**config.mk**
```make
export PLATFORM = sky130hd
export DESIGN_NAME = demux_1x4_stream
export DESIGN_NICKNAME = d
export VERILOG_FILES = /design/src/rtl/demux_1x4_stream.sv
export SDC_FILE = /design/constraint.sdc
export NUM_CORES = 1
export LEC_CHECK = 0
export BUFFER_PORTS_ARGS = -buffer_cell sky130_fd_sc_hd__buf_2
export CAP_MARGIN = 20
export CORE_MARGIN = 2
export CORE_UTILIZATION = 50
export CTS_CLUSTER_SIZE = 10
export DETAILED_ROUTE_END_ITERATION = 7
export PLACE_DENSITY = 0.84
export RECOVER_POWER = 25
export SETUP_SLACK_MARGIN = 0.3
export SLEW_MARGIN = 20
export SYNTH_ARGS = -nofsm -noshare
export SYNTH_HDL_FRONTEND = slang
export SYNTH_SLANG_ARGS = --single-unit
```
**constraint.sdc**
```tcl
create_clock -name clk -period 2 [get_ports clk]
set_clock_uncertainty 0.2 [all_clocks]
set_input_delay 0.1 -clock clk [delete_from_list [all_inputs] [get_ports clk]]
set_output_delay 0.1 -clock clk [all_outputs]
set_load 0.005 [all_outputs]
```
**src/rtl/demux_1x4_stream.sv**
```systemverilog
// demux_1x4_stream: registered 1-to-N stream demultiplexer.
// One input stream is steered by in_sel into one of N one-entry output
// channels, each with its own valid/ready handshake. A full channel that is
// not draining stalls only the words aimed at it.
module demux_1x4_stream #(
   parameter int WIDTH = 32,
   parameter int SEL_W = 2,
   parameter int CNT_W = 16
) (
   input  logic                          clk,
   input  logic                          rst_n,
   input  logic                          in_valid,
   output logic                          in_ready,
   input  logic [SEL_W-1:0]              in_sel,
   input  logic [WIDTH-1:0]              in_data,
   output logic [(1<<SEL_W)-1:0]         out_valid,
   input  logic [(1<<SEL_W)-1:0]         out_ready,
   output logic [(1<<SEL_W)*WIDTH-1:0]   out_data,
   output logic [CNT_W-1:0]              xfer_count
);

   localparam int N = 1 << SEL_W;

   logic [N-1:0]            r_valid;
   logic [N-1:0][WIDTH-1:0] r_data;
   logic [CNT_W-1:0]        r_cnt;
   logic                    w_in_ready;
   logic                    w_accept;

   // Target channel can take a word if it is empty or is being drained now.
   // Gated by rst_n so the producer sees no room while reset is held.
   always_comb begin
      w_in_ready = rst_n && (!r_valid[in_sel] || out_ready[in_sel]);
      w_accept   = in_valid && w_in_ready;
   end

   for (genvar k = 0; k < N; k++) begin : g_chan
      logic w_hit;
      assign w_hit = w_accept && (in_sel == SEL_W'(k));

      // Full/empty flag: refill wins over drain so back-to-back words stream.
      always_ff @(posedge clk or negedge rst_n) begin
         if (!rst_n)                         r_valid[k] <= 1'b0;
         else if (w_hit)                     r_valid[k] <= 1'b1;
         else if (r_valid[k] && out_ready[k]) r_valid[k] <= 1'b0;
      end

      // Holding register: only written by an accept to this channel.
      always_ff @(posedge clk or negedge rst_n) begin
         if (!rst_n)     r_data[k] <= '0;
         else if (w_hit) r_data[k] <= in_data;
      end
   end

   // Accepted-word counter, wraps naturally at 2**CNT_W.
   always_ff @(posedge clk or negedge rst_n) begin
      if (!rst_n)        r_cnt <= '0;
      else if (w_accept) r_cnt <= r_cnt + CNT_W'(1);
   end

   assign in_ready   = w_in_ready;
   assign out_valid  = r_valid;
   assign out_data   = r_data;
   assign xfer_count = r_cnt;

endmodule

```
==> impl_metrics.env, run 1 <==
export IMPL_crit_slowest_cell="mux4_2"
export IMPL_cts_tree="built"
export IMPL_globalplace_congestion=0.7943
export IMPL_violations="hold timing, setup timing"
export IMPL_dieArea_mm2=0.01237
export IMPL_final_max_slew_viol_count=0
export IMPL_syn_inst=362
export IMPL_gr_usage_all_layers_pct=26.72
export IMPL_drt_initial_drc_count=246
export IMPL_io_buffers=189
export IMPL_netlist_area_mm2=0.005751
export IMPL_ir_drop_mv=0.8378
export IMPL_min_path_type="primary input to flip-flop"
export IMPL_p_switching_mw=2.470
export IMPL_pwr_share_seq_pct=43.3
export IMPL_relSlewSlack_pct=41.14
export IMPL_yosys_register_bits=148
export IMPL_powerDensity_mw_per_mm2=1085
export IMPL_detail_route_antenna_nets=0
export IMPL_crit_chain="nor2b_4 -> mux4_2 -> buf_6 -> nor2_4 -> buf_2"
export IMPL_synth_top_cell_by_area="dfrtp_1"
export IMPL_finalSetupTns_ns=-0.4111
export IMPL_clockBufferDepth=2
export IMPL_grt_pass1_wl_um=25320
export IMPL_startpoint_type="flip-flop"
export IMPL_via_per_inst=5.277
export IMPL_clock_fmax_mhz=478.4
export IMPL_required_ns=1.70
export IMPL_switching_share_pct=26.15
export IMPL_clkPwrFrac_pct=34.4
export IMPL_yosys_area_top_type_share_pct=64.40
export IMPL_grt_overflow_total=0
export IMPL_core_area_mm2=0.01132
export IMPL_h_tree_depth=4
export IMPL_setup_viol=12
export IMPL_finalCriticalPeriod_ns=2.090
export IMPL_syn_num_nets=404
export IMPL_multi_input_area_mm2=0.002377
export IMPL_ios=190
export IMPL_power_mw=9.443
export IMPL_die_h_um=111.2
export IMPL_run_status="complete, but fails checks"
export IMPL_worst_slack_ns=-0.09046
export IMPL_cts_sinks=148
export IMPL_pwr_share_comb_pct=22.2
export IMPL_worstMarginPinSlew_ns=0.8828
export IMPL_crit_arrival_ns=1.79
export IMPL_critical_path_class="flip-flop to output pin"
export IMPL_drcViolationCount=0
export IMPL_clk_pin_slew_ns=0.06
export IMPL_clk_insertion_delay_late_ns=0.42
export IMPL_synth_yosys_seq_area_share_pct=64.40
export IMPL_num_rows=39
export IMPL_syn_avg_cell_area_um2=15.89
export IMPL_cp_max_fo=3
export IMPL_ys_warn_count=0
export IMPL_slowest_delay_ns=0.51
export IMPL_cts_buffers_inserted=17
export IMPL_rsz0062_at_grt="true"
export IMPL_vias=4132
export IMPL_internal_power_mw=6.973
export IMPL_end_kind="output pin"
export IMPL_synth_distinct_cells=25
export IMPL_root_buffer="clkbuf_16"
export IMPL_wl_per_cell_um=20.54
export IMPL_initial_utilization_pct=50.80
export IMPL_cp_top_family="multiplexers"
export IMPL_die_w_um=111.2
export IMPL_antenna_found_initial=1
export IMPL_first_pass_iters=4
export IMPL_grt_pass1_vias=4561
export IMPL_final_period_utilization_pct=104.5
export IMPL_finalHoldViolCount=1
export IMPL_routed_wl_um=16080
export IMPL_grt_max_degree=79
export IMPL_syn2layout_area_growth_pct=51.33
export IMPL_fillers=673
export IMPL_hpwl_um=9051
export IMPL_final_nets=668
export IMPL_path_buf_inv=2
export IMPL_fin_worst_hold_slack_ns=-0.04576
export IMPL_p_leak_nw=4.213
export IMPL_area_sequential_mm2=0.003704
export IMPL_synth_area_leaders="dfrtp_1, mux2_2, xor2_1, buf_2, nor4_4"
export IMPL_dp_slack_ns=-0.02696
export IMPL_drive_gt1_share_pct=62.13
export IMPL_cap_violations=0
[kinds of logic after synthesis]
family | count (synthesis) | share of synthesized area (%)
XOR/XNOR | 15 | 2.285
adder cells (fa/ha/maj) | 1 | 0.2175
buffers and inverters | 21 | 1.893
flip-flops | 148 | 64.40
multiplexers | 130 | 25.65
AND/OR/NAND/NOR | 47 | 5.548
[synth_stat cells]
master and number:
and2_1 1, and4_1 2, buf_2 12, buf_6 2
clkbuf_1 1, dfrtp_1 148, ha_1 1, inv_1 6
mux2_2 129, mux4_2 1, nand2_1 7, nand2b_1 2
nand3_1 5, nand4_1 4, nor2_1 3, nor2b_1 4
nor3_1 5, nor4_1 5, nor4_2 3, nor4_4 2
nor4b_2 1, or2_2 2, or3_1 1, xnor2_1 2
xor2_1 13
[timing repair]
action	CTS	global route
hold endpoints to repair	280	149
setup endpoints to repair	81	83
gates resized for setup	58	6
hold buffers	35	1
setup buffers	11	3
pin swaps	6	4
gates cloned	7	0
[worst paths after layout]
path / start / end / slack (ns) / cells after the start
max in group asynchronous: rst_n / out_data[52]$_DFFE_PN0P_ / 0.63 / 3
worst max register to register: out_valid[3]$_DFFE_PN0P_ / xfer_count[8]$_DFFE_PN0P_ / -0.08 / 6
worst max-delay path: out_valid[3]$_DFFE_PN0P_ / in_ready / -0.09 / 5
worst min-delay path: out_ready[1] / out_valid[1]$_DFFE_PN0P_ / -0.05 / 4
worst min register to register: xfer_count[15]$_DFFE_PN0P_ / xfer_count[15]$_DFFE_PN0P_ / 0.27 / 1
min in group asynchronous: rst_n / xfer_count[14]$_DFFE_PN0P_ / 0.18 / 3
[layout make-up]
cell class                      instances  area share, %
Multi-Input combinational cell        193          27.32
Inverter                                6         0.2588
Timing Repair Buffer                  260          20.83
Sequential cell                       148          42.56
Antenna cell                            1        0.02876
Clock inverter                          9          1.452
Tap cell                              143          2.056
Clock buffer                           23          5.492
[sequential cells by signal, indices dropped and copies added (netlist names)]
name        flops
out_data      128
out_valid       4
xfer_count     16
[tightest hold or removal path: cells and delay by family]
kind / cells / cell delay (ns)
and+or+nand+nor: 2 / 0.21
buffers and inverters: 2 / 0.23
[layout by cell type, fill, tap and decap left out, types with 3 or more instances in the layout]
| cell type | netlist | routed |
|---|---|---|
| mux2_4 | 0 | 65 |
| clkbuf_8 | 0 | 3 |
| inv_1 | 6 | 6 |
| buf_16 | 0 | 8 |
| buf_6 | 2 | 8 |
| buf_4 | 0 | 13 |
| buf_12 | 0 | 5 |
| clkinv_2 | 0 | 4 |
| clkbuf_1 | 1 | 16 |
| buf_2 | 12 | 176 |
| nor2b_4 | 0 | 3 |
| nor3_2 | 0 | 3 |
| xor2_1 | 13 | 13 |
| dlygate4sd3_1 | 0 | 36 |
| dfrtp_1 | 148 | 148 |
| nand2_1 | 7 | 7 |
| nand3_1 | 5 | 3 |
| clkbuf_16 | 0 | 17 |
| mux2_2 | 129 | 64 |
| bufinv_16 | 0 | 3 |
| nor4_4 | 2 | 8 |
| nand4_1 | 4 | 4 |
[layer usage]
| layer | vias to the layer above | wire length, µm | GRT usage (%) |
|---|---|---|---|
| met2 | 176 | 8407 | 45.24 |
| li1 | 1804 | - | - |
| met3 | 32 | 1117 | 7.983 |
| met5 | - | 0 | 0 |
| met1 | 2120 | 6150 | 32.07 |
| met4 | 0 | 408 | 10.86 |
[power by group through the flow]
| stage | clock network (mW) | registers [mW] | logic, mW |
|---|---|---|---|
| after detailed placement | 0 | 4.10 | 1.86 |
| after global routing | 3.42 | 4.16 | 2.25 |
| after CTS | 3.30 | 4.07 | 2.07 |
| final | 3.25 | 4.09 | 2.10 |
| after floorplan | 0 | 4.13 | 0.805 |
| after global placement | 0 | 4.06 | 1.79 |
[stage by stage]
stage	cells	utilization, %	instance area [µm²]
floorplan	362	-	6032
global placement	692	63.31	7167
detailed placement	692	63.31	7167
CTS	777	76.17	8623
global route	783	76.87	8702
finish	783	76.87	8702
No activity file was read; power rests on OpenSTA's default activity.
==> inputs of run 2 (changes only) <==
--- a/config.mk
+++ b/config.mk
@@ -8,12 +8,13 @@
 export BUFFER_PORTS_ARGS = -buffer_cell sky130_fd_sc_hd__buf_2
 export CAP_MARGIN = 20
 export CORE_MARGIN = 2
-export CORE_UTILIZATION = 50
+export CORE_UTILIZATION = 54
 export CTS_CLUSTER_SIZE = 10
 export DETAILED_ROUTE_END_ITERATION = 7
-export PLACE_DENSITY = 0.84
+export PLACE_DENSITY = 0.9
 export RECOVER_POWER = 25
 export SETUP_SLACK_MARGIN = 0.3
+export SKIP_LAST_GASP = 1
 export SLEW_MARGIN = 20
 export SYNTH_ARGS = -nofsm -noshare
 export SYNTH_HDL_FRONTEND = slang
==> constraint.sdc (replaced) <==
create_clock -name clk -period 2.5 [get_ports clk]
set_clock_uncertainty 0.2 [all_clocks]
set_input_delay 0.125 -clock clk [delete_from_list [all_inputs] [get_ports clk]]
set_output_delay 0.125 -clock clk [all_outputs]
set_load 0.005 [all_outputs]
==> run 2 against run 1 <==
  * The run ends with hold timing left
  * Final cell count down 4.3%
  * Sequential share of layout area up 4.1 points
  * Combinational power down 33%
  * Die area down 7.1%
==> impl_metrics.env, run 2 (synthesized netlist as in run 1, its figures left out) <==
export IMPL_finalCriticalPeriod_ns=2.157
export IMPL_worstMarginPinSlew_ns=1.419
export IMPL_violations="hold timing"
export IMPL_h_tree_depth=4
export IMPL_hpwl_um=9057
export IMPL_syn2layout_area_growth_pct=37.97
export IMPL_die_w_um=107.2
export IMPL_final_cell_area_mm2=0.007934
export IMPL_ir_drop_mv=0.6063
export IMPL_clk_insertion_delay_late_ns=0.52
export IMPL_finalSetupTns_ns=0
export IMPL_grt_max_degree=90
export IMPL_gr_usage_all_layers_pct=25.49
export IMPL_final_nets=642
export IMPL_antenna_found_initial=0
export IMPL_required_ns=2.74
export IMPL_root_buffer="clkbuf_8"
export IMPL_p_leak_nw=3.850
export IMPL_grt_overflow_total=0
export IMPL_crit_arrival_ns=2.39
export IMPL_grt_pass1_wl_um=22090
export IMPL_final_cell_mix="buf_2, dfrtp_1, mux2_2"
export IMPL_via_per_inst=5.395
export IMPL_rsz0062_at_grt="true"
export IMPL_end_kind="flip-flop"
export IMPL_routed_wl_um=14030
export IMPL_cts_tree="built"
export IMPL_hold_buffers=36
export IMPL_drcViolationCount=0
export IMPL_initial_utilization_pct=55.70
export IMPL_powerDensity_mw_per_mm2=936.3
export IMPL_final_common_cell="buf_2"
export IMPL_finalHoldViolCount=148
export IMPL_run_status="complete, but fails checks"
export IMPL_clock_fmax_mhz=463.6
export IMPL_final_max_slew_viol_count=0
export IMPL_crit_slowest_cell="mux4_2"
export IMPL_diodes=0
export IMPL_crit_chain="nor2b_1 -> mux4_2 -> buf_4 -> nor4_1 -> xor2_1"
export IMPL_clk_pin_slew_ns=0.06
export IMPL_reg2reg_depth=5
export IMPL_first_pass_iters=4
export IMPL_grt_pass1_vias=4385
export IMPL_core_area_mm2=0.01032
export IMPL_vias=4041
export IMPL_largest_register_ffs=128
export IMPL_drive_gt1_share_pct=60.36
export IMPL_dpl_cell_area_mm2=0.006907
export IMPL_cp_max_fo=15
export IMPL_startpoint_type="flip-flop"
export IMPL_slowest_delay_ns=0.49
export IMPL_critical_path_class="flip-flop to flip-flop"
export IMPL_relSlewSlack_pct=5.417
export IMPL_drt_initial_drc_count=149
export IMPL_final_period_utilization_pct=86.28
export IMPL_ios=190
export IMPL_cts_sinks=148
export IMPL_io_buffers=189
export IMPL_setup_viol=0
export IMPL_detail_route_antenna_nets=0
export IMPL_cts_buffers_inserted=17
export IMPL_cap_violations=0
export IMPL_wl_per_cell_um=18.73
export IMPL_dieArea_mm2=0.01149
export IMPL_die_h_um=107.2
export IMPL_min_path_type="primary input to async pin"
export IMPL_num_rows=37
export IMPL_fin_worst_hold_slack_ns=-0.3224
export IMPL_globalplace_congestion=0.7845
export IMPL_clockBufferDepth=2
-- run 2: final timing paths --
path / startpoint / to / slack, ns
min reg2reg: xfer_count[15]$_DFFE_PN0P_ / xfer_count[15]$_DFFE_PN0P_ / 0.29
max in group asynchronous: rst_n / out_data[23]$_DFFE_PN0P_ / 1.29
max reg2reg: out_valid[0]$_DFFE_PN0P_ / xfer_count[10]$_DFFE_PN0P_ / 0.34
max: out_valid[0]$_DFFE_PN0P_ / xfer_count[10]$_DFFE_PN0P_ / 0.34
min in group clk: in_valid / xfer_count[0]$_DFFE_PN0P_ / 0.03
min: rst_n / xfer_count[15]$_DFFE_PN0P_ / -0.32
-- run 2: layout make-up --
| type | count | area (µm²) |
|---|---|---|
| Sequential cell | 148 | 3704 |
| Fill cell | 617 | 2390 |
| Multi-Input combinational cell | 193 | 1969 |
| Timing Repair Buffer | 234 | 1411 |
| Clock buffer | 20 | 455.4 |
| Clock inverter | 12 | 201.4 |
| Tap cell | 136 | 170.2 |
| Inverter | 6 | 22.52 |
-- run 2: metrics by stage --
stage | setup WS, ns | cells | utilization (%) | power [mW] | hold WS (ns)
final | 0.3430 | 749 | 76.85 | 7.429 | -0.3224
after floorplan | 0.5876 | 362 | - | 3.825 | -0.3706
after CTS | 0.3307 | 749 | 76.83 | 7.463 | -0.4358
after global placement | 0.4231 | 680 | 66.90 | 4.533 | 0.09642
after global routing | 0.2817 | 749 | 76.85 | 7.773 | -0.2684
after detailed placement | 0.3572 | 680 | 66.90 | 4.640 | 0.1135
-- run 2: worst max-delay path, delay by kind of cell, from the launching register on --
kind	cells	cell delay, ns
buf+inv	1	0.23
simple gates	2	0.55
mux	1	0.49
xor+xnor	1	0.20
flops	1	0.40
-- run 2: layer usage --
metal / track usage (%) / routed length, µm / vias to the layer above
met3: 7.842 / 913 / 26
met5: 0 / 0 / -
li1: - / - / 1775
met1: 30.09 / 5636 / 2086
met2: 43.13 / 7173 / 154
met4: 10.95 / 304 / 0
-- run 2: repair_timing --
| action | CTS | global route |
|---|---|---|
| endpoints found under the setup margin | 1 | 3 |
| setup buffers | 1 | 0 |
| gates cloned | 0 | 0 |
| resized for setup | 0 | 2 |
| hold endpoints to repair | 280 | 148 |
-- run 2: where the power goes --
part	switching (mW)	leakage (nW)	total [mW]	internal (mW)
combinational	0.593	1.75	1.41	0.813
sequential	0.326	1.79	3.25	2.92
clock	0.970	0.317	2.77	1.80
==> inputs of run 3 (changes only) <==
--- a/config.mk
+++ b/config.mk
@@ -11,6 +11,7 @@
 export CORE_UTILIZATION = 54
 export CTS_CLUSTER_SIZE = 10
 export DETAILED_ROUTE_END_ITERATION = 7
+export MAX_ROUTING_LAYER = met4
 export PLACE_DENSITY = 0.9
 export RECOVER_POWER = 25
 export SETUP_SLACK_MARGIN = 0.3
==> run 3 against run 2 <==
  * The flow still finishes with violations (hold timing)
  * Sequential power about the same
  * Flip-flop and latch count stayed put
  * Global-route usage increased by 0.72 points
  * Clock power is essentially flat
  * Final cell count unchanged
  * Combinational power is essentially flat
  * Register-to-register slack about the same
  * Via count rose by 0.79%
  * Design area is the same
  * Sequential share of layout area unchanged
  * Critical path type unchanged
  * Critical endpoint is now xfer_count[11]$_DFFE_PN0P_
==> impl_metrics.env, run 3 (synthesized netlist as in run 1, its figures left out) <==
export IMPL_end_kind="flip-flop"
export IMPL_startpoint_type="flip-flop"
export IMPL_largest_register_ffs=128
export IMPL_detail_route_antenna_nets=0
export IMPL_r2r_start="out_valid[0]$_DFFE_PN0P_"
export IMPL_clk_insertion_delay_late_ns=0.52
export IMPL_dp_slack_ns=0.3572
export IMPL_setup_viol=0
export IMPL_worstSetupStartpoint="out_valid[0]$_DFFE_PN0P_"
export IMPL_final_nets=642
export IMPL_worst_slack_ns=0.3481
export IMPL_globalplace_congestion=0.7954
export IMPL_diodes=0
export IMPL_clock_fmax_mhz=464.7
export IMPL_dieArea_mm2=0.01149
export IMPL_die_h_um=107.2
export IMPL_hold_buffers=36
export IMPL_grt_use_met1_pct=30.84
export IMPL_gr_usage_all_layers_pct=26.21
export IMPL_clk_pin_slew_ns=0.06
export IMPL_critical_path_class="flip-flop to flip-flop"
export IMPL_via_per_inst=5.438
export IMPL_grt_overflow_total=0
export IMPL_initial_utilization_pct=55.70
export IMPL_antenna_found_initial=0
export IMPL_cts_sinks=148
export IMPL_power_mw=7.432
export IMPL_dpl_cell_area_mm2=0.006907
export IMPL_hpwl_um=9057
export IMPL_final_cell_area_mm2=0.007934
export IMPL_drcViolationCount=0
export IMPL_crit_arrival_ns=2.39
export IMPL_root_buffer="clkbuf_8"
export IMPL_use_met2_pct=43.08
export IMPL_drive_gt1_share_pct=60.36
export IMPL_min_path_type="primary input to async pin"
export IMPL_routed_wl_um=14030
export IMPL_die_w_um=107.2
export IMPL_clockBufferDepth=2
export IMPL_cts_tree="built"
export IMPL_required_ns=2.74
export IMPL_io_buffers=189
export IMPL_postLayoutCoreUtil_pct=76.85
export IMPL_final_cell_mix="buf_2, dfrtp_1, mux2_2"
export IMPL_num_rows=37
export IMPL_worstMarginPinSlew_ns=1.415
export IMPL_placedCellCount=680
export IMPL_h_tree_depth=4
export IMPL_final_common_cell="buf_2"
export IMPL_vias=4073
export IMPL_powerDensity_mw_per_mm2=936.8
export IMPL_final_period_utilization_pct=86.08
export IMPL_busiest_layer="met2"
export IMPL_violations="hold timing"
export IMPL_drt_initial_drc_count=173
export IMPL_relSlewSlack_pct=5.649
export IMPL_finalCriticalPeriod_ns=2.152
export IMPL_cp_max_fo=15
export IMPL_wl_per_cell_um=18.73
export IMPL_finalHoldViolCount=148
export IMPL_rsz0062_at_grt="true"
export IMPL_ir_drop_mv=0.6058
export IMPL_fin_worst_hold_slack_ns=-0.3232
export IMPL_first_pass_iters=5
export IMPL_grt_pass1_vias=4380
export IMPL_grt_max_degree=90
export IMPL_p_leak_nw=3.850
export IMPL_syn2layout_area_growth_pct=37.97
export IMPL_core_area_mm2=0.01032
export IMPL_ios=190
export IMPL_cap_violations=0
export IMPL_grt_pass1_wl_um=22090
export IMPL_finalSetupTns_ns=0
export IMPL_run_status="complete, but fails checks"
export IMPL_stdcell_count=749
export IMPL_grt_met3_usage_pct=6.748
export IMPL_final_max_slew_viol_count=0
export IMPL_cts_buffers_inserted=17
[run 3: cell counts in the layout (fill, tap and decap cells not counted)]
No cell type changed its count.
[run 3: per-layer routing]
layer  vias to the layer above  wire [µm]
met1                      2110       5677
met4                         0        280
li1                       1774          -
met2                       162       7201
met5                         -          0
met3                        27        869
[run 3: final timing paths]
check	endpoint	slack (ns)	cells after the start
worst max-delay path	xfer_count[11]$_DFFE_PN0P_	0.35	5
worst max register to register	xfer_count[11]$_DFFE_PN0P_	0.35	5
max in group asynchronous	out_data[23]$_DFFE_PN0P_	1.29	2
min in group clk	xfer_count[0]$_DFFE_PN0P_	0.04	5
worst min-delay path	xfer_count[15]$_DFFE_PN0P_	-0.32	2
worst min register to register	xfer_count[15]$_DFFE_PN0P_	0.29	1
[run 3: cell type report]
| cell class | count | area (µm²) |
|---|---|---|
| Clock inverter | 12 | 201.4 |
| Inverter | 6 | 22.52 |
| Timing Repair Buffer | 234 | 1411 |
| Fill cell | 617 | 2390 |
| Clock buffer | 20 | 455.4 |
| Multi-Input combinational cell | 193 | 1969 |
| Sequential cell | 148 | 3704 |
| Tap cell | 136 | 170.2 |
[run 3: repair_timing]
item / CTS / global route
cloned: 0 / 0
endpoints found under the setup margin: 1 / 3
endpoints found under the hold margin: 280 / 148
setup buffers: 1 / 0
resized for setup: 0 / 2
[run 3: report_power, final]
part           switching (mW)  internal [mW]
Clock                   0.971           1.80
Sequential              0.326           2.92
Combinational           0.595          0.813
Total                    1.89           5.54
[run 3: critical path, stage by stage, from the launching register on]
cell     delay (ns)
dfrtp_1        0.40
nor2b_1        0.18
mux4_2         0.49
buf_4          0.23
nor4_1         0.37
xor2_1         0.20
